--- src/rtl/uart_pkg.sv ---
// Shared UART definitions: receiver FSM states, status register bit positions,
// the default baud divider used by both UART directions, and a log2 helper.
package uart_pkg;

  // 27 MHz / 234 gives roughly 115200 baud.
  localparam logic [31:0] UART_DEFAULT_DIV = 32'd234;

  // Smallest divider the receiver will actually use.
  localparam logic [31:0] UART_MIN_DIV = 32'd4;

  // Bit positions inside the status register.
  localparam int STS_VALID = 0;
  localparam int STS_OVR   = 1;
  localparam int STS_FERR  = 2;

  typedef enum logic [2:0] {
    IDLE  = 3'd0,
    START = 3'd1,
    DATA  = 3'd2,
    STOP  = 3'd3,
    BREAK = 3'd4
  } rx_state_t;

  // Ceiling log2, used to size FIFO address pointers.
  function automatic int clog2(input int value);
    int r;
    r = 0;
    while ((1 << r) < value) r++;
    return r;
  endfunction

endpackage

--- src/rtl/simpleuart_rx_if.sv ---
// CPU-side register bus of the UART receiver: divider, data and status ports.
interface simpleuart_rx_if;

  logic [3:0]  reg_div_we;
  logic [31:0] reg_div_di;
  logic [31:0] reg_div_do;
  logic        reg_dat_re;
  logic [31:0] reg_dat_do;
  logic        reg_sts_re;
  logic [31:0] reg_sts_do;

  modport master (
    output reg_div_we, reg_div_di, reg_dat_re, reg_sts_re,
    input  reg_div_do, reg_dat_do, reg_sts_do
  );

  modport slave (
    input  reg_div_we, reg_div_di, reg_dat_re, reg_sts_re,
    output reg_div_do, reg_dat_do, reg_sts_do
  );

endinterface

--- src/rtl/uart_rx_fifo.sv ---
// Synchronous byte FIFO for received characters. Pointers carry one extra
// wrap bit so full and empty can be told apart without a separate counter.
module uart_rx_fifo
  import uart_pkg::*;
#(
  parameter  int DEPTH = 16,
  localparam int AW    = clog2(DEPTH)
) (
  input  logic        clk,
  input  logic        resetn,
  input  logic        push_i,
  input  logic [7:0]  pushData_i,
  input  logic        pop_i,
  output logic [7:0]  headData_o,
  output logic        full_o,
  output logic        empty_o,
  output logic [AW:0] count_o
);

  logic [7:0]  mem [DEPTH];
  logic [AW:0] wrPtr_q, wrPtr_d;
  logic [AW:0] rdPtr_q, rdPtr_d;
  logic        wrEn;
  logic        rdEn;

  assign empty_o    = (wrPtr_q == rdPtr_q);
  assign full_o     = (wrPtr_q[AW] != rdPtr_q[AW]) &&
                      (wrPtr_q[AW-1:0] == rdPtr_q[AW-1:0]);
  assign count_o    = wrPtr_q - rdPtr_q;
  assign headData_o = mem[rdPtr_q[AW-1:0]];

  // A push into a full FIFO still lands if the head is leaving in the same cycle;
  // a pop from an empty FIFO is simply ignored.
  always_comb begin
    wrEn    = push_i && (!full_o || pop_i);
    rdEn    = pop_i && !empty_o;
    wrPtr_d = wrEn ? wrPtr_q + 1'b1 : wrPtr_q;
    rdPtr_d = rdEn ? rdPtr_q + 1'b1 : rdPtr_q;
  end

  // Pointer registers.
  always_ff @(posedge clk or negedge resetn) begin
    if (!resetn) begin
      wrPtr_q <= '0;
      rdPtr_q <= '0;
    end else begin
      wrPtr_q <= wrPtr_d;
      rdPtr_q <= rdPtr_d;
    end
  end

  // Storage array; contents need no reset because the pointers gate visibility.
  always_ff @(posedge clk) begin
    if (wrEn) mem[wrPtr_q[AW-1:0]] <= pushData_i;
  end

endmodule

--- src/rtl/simpleuart_rx.sv ---
// 8N1 UART receiver with a byte FIFO and a small register interface for the CPU.
// Bit timing is derived from a programmable divider that is latched at each start bit.
module simpleuart_rx
  import uart_pkg::*;
#(
  parameter logic [31:0] DEFAULT_DIV = UART_DEFAULT_DIV,
  parameter int          FIFO_DEPTH  = 16
) (
  input  logic           clk,
  input  logic           resetn,
  input  logic           ser_rx,
  simpleuart_rx_if.slave bus,
  output logic           rx_irq
);

  localparam int CW = clog2(FIFO_DEPTH) + 1;

  logic        rxMeta_q;
  logic        rxSync_q;
  logic [31:0] cfgDiv_q, cfgDiv_d;
  logic [31:0] bitDiv_q, bitDiv_d;
  logic [31:0] tick_q, tick_d;
  logic [2:0]  bitIdx_q, bitIdx_d;
  logic [7:0]  shift_q, shift_d;
  rx_state_t   state_q, state_d;
  logic        ovr_q, ovr_d;
  logic        ferr_q, ferr_d;

  logic [31:0] effDiv;
  logic        sampleNow;
  logic        push;
  logic        ferrSet;
  logic        ovrSet;
  logic [7:0]  headData;
  logic        fifoFull;
  logic        fifoEmpty;
  logic [CW-1:0] fifoCount;
  logic [8:0]  count9;
  logic [7:0]  countSat;

  assign effDiv    = (cfgDiv_q < UART_MIN_DIV) ? UART_MIN_DIV : cfgDiv_q;
  assign sampleNow = (tick_q == 32'd1);

  // Two-flop synchroniser for the asynchronous serial line, idling high.
  always_ff @(posedge clk or negedge resetn) begin
    if (!resetn) begin
      rxMeta_q <= 1'b1;
      rxSync_q <= 1'b1;
    end else begin
      rxMeta_q <= ser_rx;
      rxSync_q <= rxMeta_q;
    end
  end

  // Byte-lane writes to the divider register.
  always_comb begin
    cfgDiv_d = cfgDiv_q;
    for (int lane = 0; lane < 4; lane++) begin
      if (bus.reg_div_we[lane]) cfgDiv_d[lane*8 +: 8] = bus.reg_div_di[lane*8 +: 8];
    end
  end

  // Frame FSM: half-bit wait to the start-bit centre, then one full bit per sample.
  always_comb begin
    state_d  = state_q;
    tick_d   = tick_q;
    bitIdx_d = bitIdx_q;
    shift_d  = shift_q;
    bitDiv_d = bitDiv_q;
    push     = 1'b0;
    ferrSet  = 1'b0;
    case (state_q)
      IDLE: begin
        if (!rxSync_q) begin
          state_d  = START;
          bitDiv_d = effDiv;
          tick_d   = effDiv >> 1;
        end
      end
      START: begin
        if (sampleNow) begin
          if (!rxSync_q) begin
            state_d  = DATA;
            tick_d   = bitDiv_q;
            bitIdx_d = 3'd0;
          end else begin
            state_d = IDLE;
          end
        end else begin
          tick_d = tick_q - 32'd1;
        end
      end
      DATA: begin
        if (sampleNow) begin
          shift_d = {rxSync_q, shift_q[7:1]};
          tick_d  = bitDiv_q;
          if (bitIdx_q == 3'd7) state_d = STOP;
          else bitIdx_d = bitIdx_q + 3'd1;
        end else begin
          tick_d = tick_q - 32'd1;
        end
      end
      STOP: begin
        if (sampleNow) begin
          if (rxSync_q) begin
            push    = 1'b1;
            state_d = IDLE;
          end else begin
            ferrSet = 1'b1;
            state_d = BREAK;
          end
        end else begin
          tick_d = tick_q - 32'd1;
        end
      end
      BREAK: begin
        if (rxSync_q) state_d = IDLE;
      end
      default: state_d = IDLE;
    endcase
  end

  // Sticky error flags: a new error in the same cycle as a status read wins.
  always_comb begin
    ovrSet = push && fifoFull && !bus.reg_dat_re;
    ovr_d  = ovrSet ? 1'b1 : (bus.reg_sts_re ? 1'b0 : ovr_q);
    ferr_d = ferrSet ? 1'b1 : (bus.reg_sts_re ? 1'b0 : ferr_q);
  end

  // Receiver state registers.
  always_ff @(posedge clk or negedge resetn) begin
    if (!resetn) begin
      cfgDiv_q <= DEFAULT_DIV;
      bitDiv_q <= DEFAULT_DIV;
      tick_q   <= '0;
      bitIdx_q <= '0;
      shift_q  <= '0;
      state_q  <= IDLE;
      ovr_q    <= 1'b0;
      ferr_q   <= 1'b0;
    end else begin
      cfgDiv_q <= cfgDiv_d;
      bitDiv_q <= bitDiv_d;
      tick_q   <= tick_d;
      bitIdx_q <= bitIdx_d;
      shift_q  <= shift_d;
      state_q  <= state_d;
      ovr_q    <= ovr_d;
      ferr_q   <= ferr_d;
    end
  end

  uart_rx_fifo #(
    .DEPTH (FIFO_DEPTH)
  ) u_fifo (
    .clk        (clk),
    .resetn     (resetn),
    .push_i     (push),
    .pushData_i (shift_q),
    .pop_i      (bus.reg_dat_re),
    .headData_o (headData),
    .full_o     (fifoFull),
    .empty_o    (fifoEmpty),
    .count_o    (fifoCount)
  );

  // Register read-back; occupancy saturates so a 256-deep FIFO still fits 8 bits.
  always_comb begin
    count9                    = 9'(fifoCount);
    countSat                  = count9[8] ? 8'hFF : count9[7:0];
    bus.reg_div_do            = cfgDiv_q;
    bus.reg_dat_do            = fifoEmpty ? 32'hFFFF_FFFF : {24'h0, headData};
    bus.reg_sts_do            = {16'h0, countSat, 8'h0};
    bus.reg_sts_do[STS_VALID] = !fifoEmpty;
    bus.reg_sts_do[STS_OVR]   = ovr_q;
    bus.reg_sts_do[STS_FERR]  = ferr_q;
    rx_irq                    = !fifoEmpty;
  end

endmodule

--- src/flat_wrapper.sv ---
// flat-port wrapper written by rule: the top's interface ports become plain ports
module simpleuart_rx_flat import uart_pkg::*;
#(
  parameter logic [31:0] DEFAULT_DIV = UART_DEFAULT_DIV,
  parameter int          FIFO_DEPTH  = 16
)
  (clk, resetn, ser_rx, rx_irq, bus_reg_div_we, bus_reg_div_di, bus_reg_dat_re, bus_reg_sts_re, bus_reg_div_do, bus_reg_dat_do, bus_reg_sts_do);
  simpleuart_rx_if bus_i ();
  input  logic clk;
  input  logic resetn;
  input  logic ser_rx;
  output logic rx_irq;
  input wire logic [$bits(bus_i.reg_div_we)-1:0] bus_reg_div_we;
  input wire logic [$bits(bus_i.reg_div_di)-1:0] bus_reg_div_di;
  input wire logic [$bits(bus_i.reg_dat_re)-1:0] bus_reg_dat_re;
  input wire logic [$bits(bus_i.reg_sts_re)-1:0] bus_reg_sts_re;
  output wire logic [$bits(bus_i.reg_div_do)-1:0] bus_reg_div_do;
  output wire logic [$bits(bus_i.reg_dat_do)-1:0] bus_reg_dat_do;
  output wire logic [$bits(bus_i.reg_sts_do)-1:0] bus_reg_sts_do;
  assign bus_i.reg_div_we = bus_reg_div_we;
  assign bus_i.reg_div_di = bus_reg_div_di;
  assign bus_i.reg_dat_re = bus_reg_dat_re;
  assign bus_i.reg_sts_re = bus_reg_sts_re;
  assign bus_reg_div_do = bus_i.reg_div_do;
  assign bus_reg_dat_do = bus_i.reg_dat_do;
  assign bus_reg_sts_do = bus_i.reg_sts_do;
  simpleuart_rx #(.DEFAULT_DIV(DEFAULT_DIV), .FIFO_DEPTH(FIFO_DEPTH)) u_core (.clk(clk), .resetn(resetn), .ser_rx(ser_rx), .bus(bus_i), .rx_irq(rx_irq));
endmodule
--- config.mk ---
export PLATFORM = sky130hd
export DESIGN_NAME = simpleuart_rx_flat
export DESIGN_NICKNAME = d
export VERILOG_FILES = /design/src/rtl/uart_pkg.sv /design/src/rtl/simpleuart_rx_if.sv /design/src/rtl/uart_rx_fifo.sv /design/src/rtl/simpleuart_rx.sv /design/src/flat_wrapper.sv
export SDC_FILE = /design/constraint.sdc
export NUM_CORES = 1
export LEC_CHECK = 0
export ABC_AREA = 0
export CAP_MARGIN = 10
export CORE_UTILIZATION = 46
export CTS_CLUSTER_DIAMETER = 150
export DETAILED_ROUTE_END_ITERATION = 8
export PLACE_DENSITY = 0.78
export REMOVE_ABC_BUFFERS = 1
export SYNTH_ARGS = -nofsm -noshare
export SYNTH_HDL_FRONTEND = slang
export SYNTH_SLANG_ARGS = --single-unit
--- constraint.sdc ---
create_clock -name clk -period 5.4 [get_ports clk]
set_input_delay 0.54 -clock clk [delete_from_list [all_inputs] [get_ports clk]]
set_output_delay 0.54 -clock clk [all_outputs]
set_load 0.02 [all_outputs]
==> qor.yml, run 1 <==
status: "complete, no violations"
max-cap-violations: 0
dieArea_um2: 25800
power_density_nw_per_um2: 402
port_buffers: 113
rrSetupSlack_ps: 1320
fill_cells: 1937
cts.clk_slew.worst_paths_ps: 60
ys_seq_area_share_pct: 60.2
firstDrtPassIters: 5
synthTopCellsByArea: "edfxtp_1, dfrtp_1, mux4_2, mux2_2, buf_4"
numCtsBuffers: 26
ys_async_sr_fraction_pct: 49.2
synth_top_area_cell: "edfxtp_1"
yosysMostFrequentCell: "edfxtp_1"
report.final.slew_viol_count: 0
required_ps: 4860
synth_edf_count: 128
syn_area_um2: 11600
min_from: "u_core.rxMeta_q"
whs_endpoint: "u_core.rxSync_q"
ys_ff_latch: 252
postRouteAntennaNets: 0
yosys_most_used_dff: "edfxtp_1"
pre_cts_ws_ps: 1360
netlist_instances: 837
start_util_pct: 47.3
fmax_mhz: 232
cts_hold_buffers: 1
p_leak_nw: 5.24
dp_hpwl_um: 16900
post-route-min-period_ps: 4320
critPathArrivalTime_ps: 3780
cts_resized: 0
period_share_pct: 79.9
wl_per_cell_um: 19.8
drc: 0
grt_use_total_pct: 19.9
ir_drop_uv: 345
setup-violations-final: 0
postCtsSetupBuffers: 0
finalHoldViolCount: 0
rows: 57
grt_overflow_total: 0
skew_ps: 10.8
startpoint: "u_core.u_fifo.rdPtr_q[0]"
areaGrowthSynthToFinish_pct: 17.8
synth_cell_types: 58
htree_levels: 1
cp-start-kind: "flop"
cts_tree: "done"
ctsRootBufferMaster: "clkbuf_16"
fin_nets: 975
grt_max_degree: 61
worst_hold_slack_ps: 362
gp_congestion: 0.826
insertion_delay_ps: 520
fin_ws_ps: 1080
chipWidth_um: 161
worst_pin_slew_ps: 1220
drt_iter0_markers: 688
coreArea_um2: 24500
critPathMaxFanout: 33
netlist.area_leader.share_pct: 33.2
worstSetupPathType: "reg -> out"
die_h_um: 161
finalWirelength_um: 25100
cp-end-kind: "primary output"
grt_pass1_vias: 7393
grt_pass1_wl_um: 40400
syn_area_per_cell_um2: 13.8
hp-class: "reg -> reg"
hold_path_depth: 0
rsz0062_at_grt: "no"
drive_above_1_share_pct: 20.5
yosys-top-cells-count: "edfxtp_1, dfrtp_1, mux2_2, buf_4, nor2_1"
rr_endpoint: "u_core.u_fifo.mem[1][7]"
diodes: 0
antenna_found_initial: 0
vias: 7348
clk_path_buf_depth: 3
r2r_start: "u_core.tick_q[24]"
cts_sinks: 252
reg2reg_depth: 6
max-slew-margin-rel_pct: 18.3
pin_count: 138
yosys_warnings: 0
via_per_inst: 5.81
==> critical path, stage by stage, from the launching register on <==
cell and delay [ps]:
dfrtp_2 890, ha_1 380, nand4_1 110, inv_1 50, nand2_1 150, clkinv_1 590
or2_2 530, clkdlybuf4s50_1 540
==> layout by cell type, fill, tap and decap left out, drive strengths merged, types with 24 or more instances in the layout <==
| master | synthesis | layout |
|---|---|---|
| edfxtp | 128 | 128 |
| clkdlybuf4s50 | 0 | 112 |
| dfrtp | 112 | 112 |
| mux2 | 70 | 70 |
| nor2 | 44 | 44 |
| mux4 | 40 | 40 |
| clkbuf | 34 | 39 |
| o21ai | 37 | 37 |
| nand2 | 34 | 34 |
| inv | 29 | 30 |
| nor3 | 29 | 29 |
| conb | 1 | 24 |
==> layer usage <==
metal  up-vias  routed length, um  track usage, %
li1       3292                  -               -
met5         -                  0               0
met3        53               1610            3.05
met4         0                760            6.80
met2       321              12800            34.5
met1      3682               9910            25.5
==> report_power, final <==
group | leakage, nW | switching, W | internal, W | total, W
Sequential | 2.87 | 0.000239 | 0.00214 | 0.00238
Clock | 0.413 | 0.000720 | 0.00109 | 0.00181
Combinational | 1.95 | 0.000631 | 0.000649 | 0.00128
Total | 5.24 | 0.00159 | 0.00388 | 0.00547
==> through the flow <==
stage                     TNS, ps  instance area (um^2)  util (%)  power [W]  std cells
after floorplan            -31210                 11100         -    0.00316        768
after global placement          0                 12700      52.1    0.00368       1214
after detailed placement        0                 12700      52.1    0.00370       1214
after CTS                       0                 13600      55.7    0.00551       1263
after global routing            0                 13600      55.7    0.00570       1264
final                           0                 13600      55.7    0.00547       1264
==> flip-flops by register name, summed over array words and instances (netlist names) <==
| register | count |
|---|---|
| u_core.state_q | 3 |
| u_core.shift_q | 8 |
| u_core.u_fifo.mem | 128 |
| u_core.bitDiv_q | 32 |
| u_core.ovr_q | 1 |
| u_core.rxSync_q | 1 |
| u_core.u_fifo.rdPtr_q | 5 |
| u_core.bitIdx_q | 3 |
| u_core.ferr_q | 1 |
| u_core.u_fifo.wrPtr_q | 5 |
| u_core.rxMeta_q | 1 |
| u_core.bus.reg_div_do | 32 |
| u_core.tick_q | 32 |
==> worst max-delay path by stage <==
stage / to / slack, ps / cells after the start
2_1_floorplan: bus_reg_dat_do[0] / -2020 / 6
3_3_place_gp: u_core.u_fifo.mem[1][7] / 1540 / 6
3_5_place_dp: u_core.u_fifo.mem[1][7] / 1360 / 6
4_1_cts: bus_reg_dat_do[7] / 960 / 7
5_1_grt: bus_reg_dat_do[2] / 730 / 7
6_report: bus_reg_dat_do[7] / 1080 / 7
==> kinds of logic (layout without fill, tap and decap cells) <==
logic type               after synthesis  in the layout  share of synthesized area, %
AO/OA/AOI/OAI                        138            138                          8.28
AND/OR/NAND/NOR                      182            182                          8.29
multiplexers                         115            115                          15.0
XOR/XNOR                              13             13                         0.984
adder cells (fa/ha/maj)               14             14                          1.58
flip-flops                           252            252                          60.2
buffers and inverters                122            202                          5.64
other                                  1             24                        0.0324
==> final cells by class <==
class	count	area [um^2]	area share [%]
clock buffer	39	741	5.43
timing repair buffer	124	1220	8.96
clock inverter	9	126	0.927
tap	324	405	2.97
inverter	30	113	0.826
multi-input combinational	486	4060	29.8
sequential	252	6960	51.1
Power figures use the tool's default switching activity.
==> run 2: changes to the inputs <==
--- a/config.mk
+++ b/config.mk
@@ -10,7 +10,7 @@
 export CORE_UTILIZATION = 46
 export CTS_CLUSTER_DIAMETER = 150
 export DETAILED_ROUTE_END_ITERATION = 8
-export PLACE_DENSITY = 0.78
+export PLACE_DENSITY = 0.8
 export REMOVE_ABC_BUFFERS = 1
 export SYNTH_ARGS = -nofsm -noshare
 export SYNTH_HDL_FRONTEND = slang
==> constraint.sdc (replaced) <==
create_clock -name clk -period 3.6 [get_ports clk]
set_input_delay 0.36 -clock clk [delete_from_list [all_inputs] [get_ports clk]]
set_output_delay 0.36 -clock clk [all_outputs]
set_load 0.02 [all_outputs]
==> run 2 against run 1 <==
Against the previous run:
- clock power grew 48%
- critical path type unchanged
- global-route usage grew 0.57 points
- first-iteration DRC count increased by 31%
- largest power group unchanged
- core utilization increased by 1.1 points
- flip-flop and latch count unchanged
- die area unchanged
- cell area up 2.0%
- cell count up 2.3%
- total power rose by 52%
==> qor.yml, run 2 (synthesis results as in run 1) <==
drc: 0
status: "complete, no violations"
report.final.slew_viol_count: 0
coreArea_um2: 24500
max-cap-violations: 0
diodes: 0
antenna_found_initial: 0
skew_ps: 17.3
fin_util_pct: 56.9
finalWirelength_um: 26600
clk_path_buf_depth: 3
final_cell_mix: "edfxtp_1, clkdlybuf4s50_1, dfrtp_1, mux2_2, nor2_1"
drive_above_1_share_pct: 23.3
grt_use_total_pct: 20.5
port_buffers: 113
grt_max_degree: 74
totalPowerFinal_w: 0.00832
die_h_um: 161
required_ps: 3240
stdcell_count: 1293
grt_overflow_total: 0
place_area_um2: 13000
postRouteAntennaNets: 0
cts.clk_slew.worst_paths_ps: 60
grt_pass1_wl_um: 41400
rrSetupSlack_ps: 310
ir_drop_uv: 346
worstSetupPathType: "reg -> out"
worst_pin_slew_ps: 821
final_cell_area_um2: 13900
fill_cells: 1924
post-route-min-period_ps: 3510
setup-violations-final: 0
placed_cells: 1240
gp_congestion: 0.854
critPathArrivalTime_ps: 3150
dieArea_um2: 25800
start_util_pct: 47.3
chipWidth_um: 161
drt_iter0_markers: 904
htree_levels: 1
ctsRootBufferMaster: "clkbuf_16"
setup_tns_ps: 0
vias: 7614
numCtsBuffers: 26
power_density_nw_per_um2: 598
layout_commonest_cell: "edfxtp_1"
cts_tree: "done"
fin_nets: 1004
cts_sinks: 252
rows: 57
period_share_pct: 97.4
pin_count: 138
p_leak_nw: 5.43
dp_hpwl_um: 17100
fmax_mhz: 285
areaGrowthSynthToFinish_pct: 20.2
hp-class: "in -> reg"
critPathMaxFanout: 16
rsz0062_at_grt: "no"
firstDrtPassIters: 8
grt_pass1_vias: 7475
wl_per_cell_um: 20.5
cp-start-kind: "flop"
cp-end-kind: "primary output"
insertion_delay_ps: 530
via_per_inst: 5.89
max-slew-margin-rel_pct: 44.8
largest_register_ffs: 128
finalHoldViolCount: 0
-- run 2: changes by cell type in the layout (fill, tap and decap cells not counted), sizes merged --
cell | before | now
dlymetal6s2s | 0 | 1
bufinv | 3 | 1
clkinv | 4 | 7
clkbuf | 39 | 41
inv | 30 | 29
buf | 11 | 38
clkdlybuf4s50 | 112 | 111
-- run 2: worst max-delay path, stage by stage, from the launching register on --
cell and delay (ps):
dfrtp_2 510, buf_12 230, mux4_2 580, mux4_2 480, or2_2 280, clkdlybuf4s50_1 540
-- run 2: area by class of cell --
cell class / instances / area [um^2] / area share, %
clock buffer: 40 / 796 / 5.72
clock inverter: 8 / 66.3 / 0.477
inverter: 30 / 116 / 0.837
multi-input combinational: 486 / 4060 / 29.2
sequential: 252 / 6960 / 50.1
tap: 324 / 405 / 2.91
timing repair buffer: 152 / 1490 / 10.7
timing repair inverter: 1 / 7.51 / 0.0540
-- run 2: what timing repair did --
action / 4_1_cts / 5_1_grt
hold endpoints to repair: 39 / 0
endpoints found under the setup margin: 0 / 25
gates resized for setup: 0 / 4
buffers inserted: 0 / 2
hold buffers: 1 / 0
-- run 2: metal layers --
metal	global-route usage, %	vias up	share of wire (%)
li1	-	3343	-
met1	27.4	3836	40
met2	34.8	386	50
met3	3.10	49	7.9
met4	5.63	0	2.3
met5	0	-	0
-- run 2: worst paths after layout --
path	startpoint	endpoint	cells after the start
min in group asynchronous	resetn	u_core.bus.reg_div_do[23]	2
max	u_core.u_fifo.rdPtr_q[0]	bus_reg_dat_do[5]	5
min	ser_rx	u_core.rxMeta_q	1
max reg2reg	u_core.tick_q[4]	u_core.u_fifo.mem[2][1]	7
min reg2reg	u_core.rxMeta_q	u_core.rxSync_q	0
max in group asynchronous	resetn	u_core.state_q[0]	3
-- run 2: metrics by stage --
stage / setup slack [ps] / hold slack [ps]
final: 93.7 / 235
after global placement: 527 / 346
after CTS: 4.91 / 222
after floorplan: -3640 / 64.4
after global routing: 32.3 / 242
after detailed placement: 438 / 353
-- run 2: power breakdown --
part / switching, W / internal [W] / total, W
Combinational: 0.00108 / 0.00107 / 0.00214
Clock: 0.00109 / 0.00159 / 0.00268
Sequential: 0.000283 / 0.00321 / 0.00350
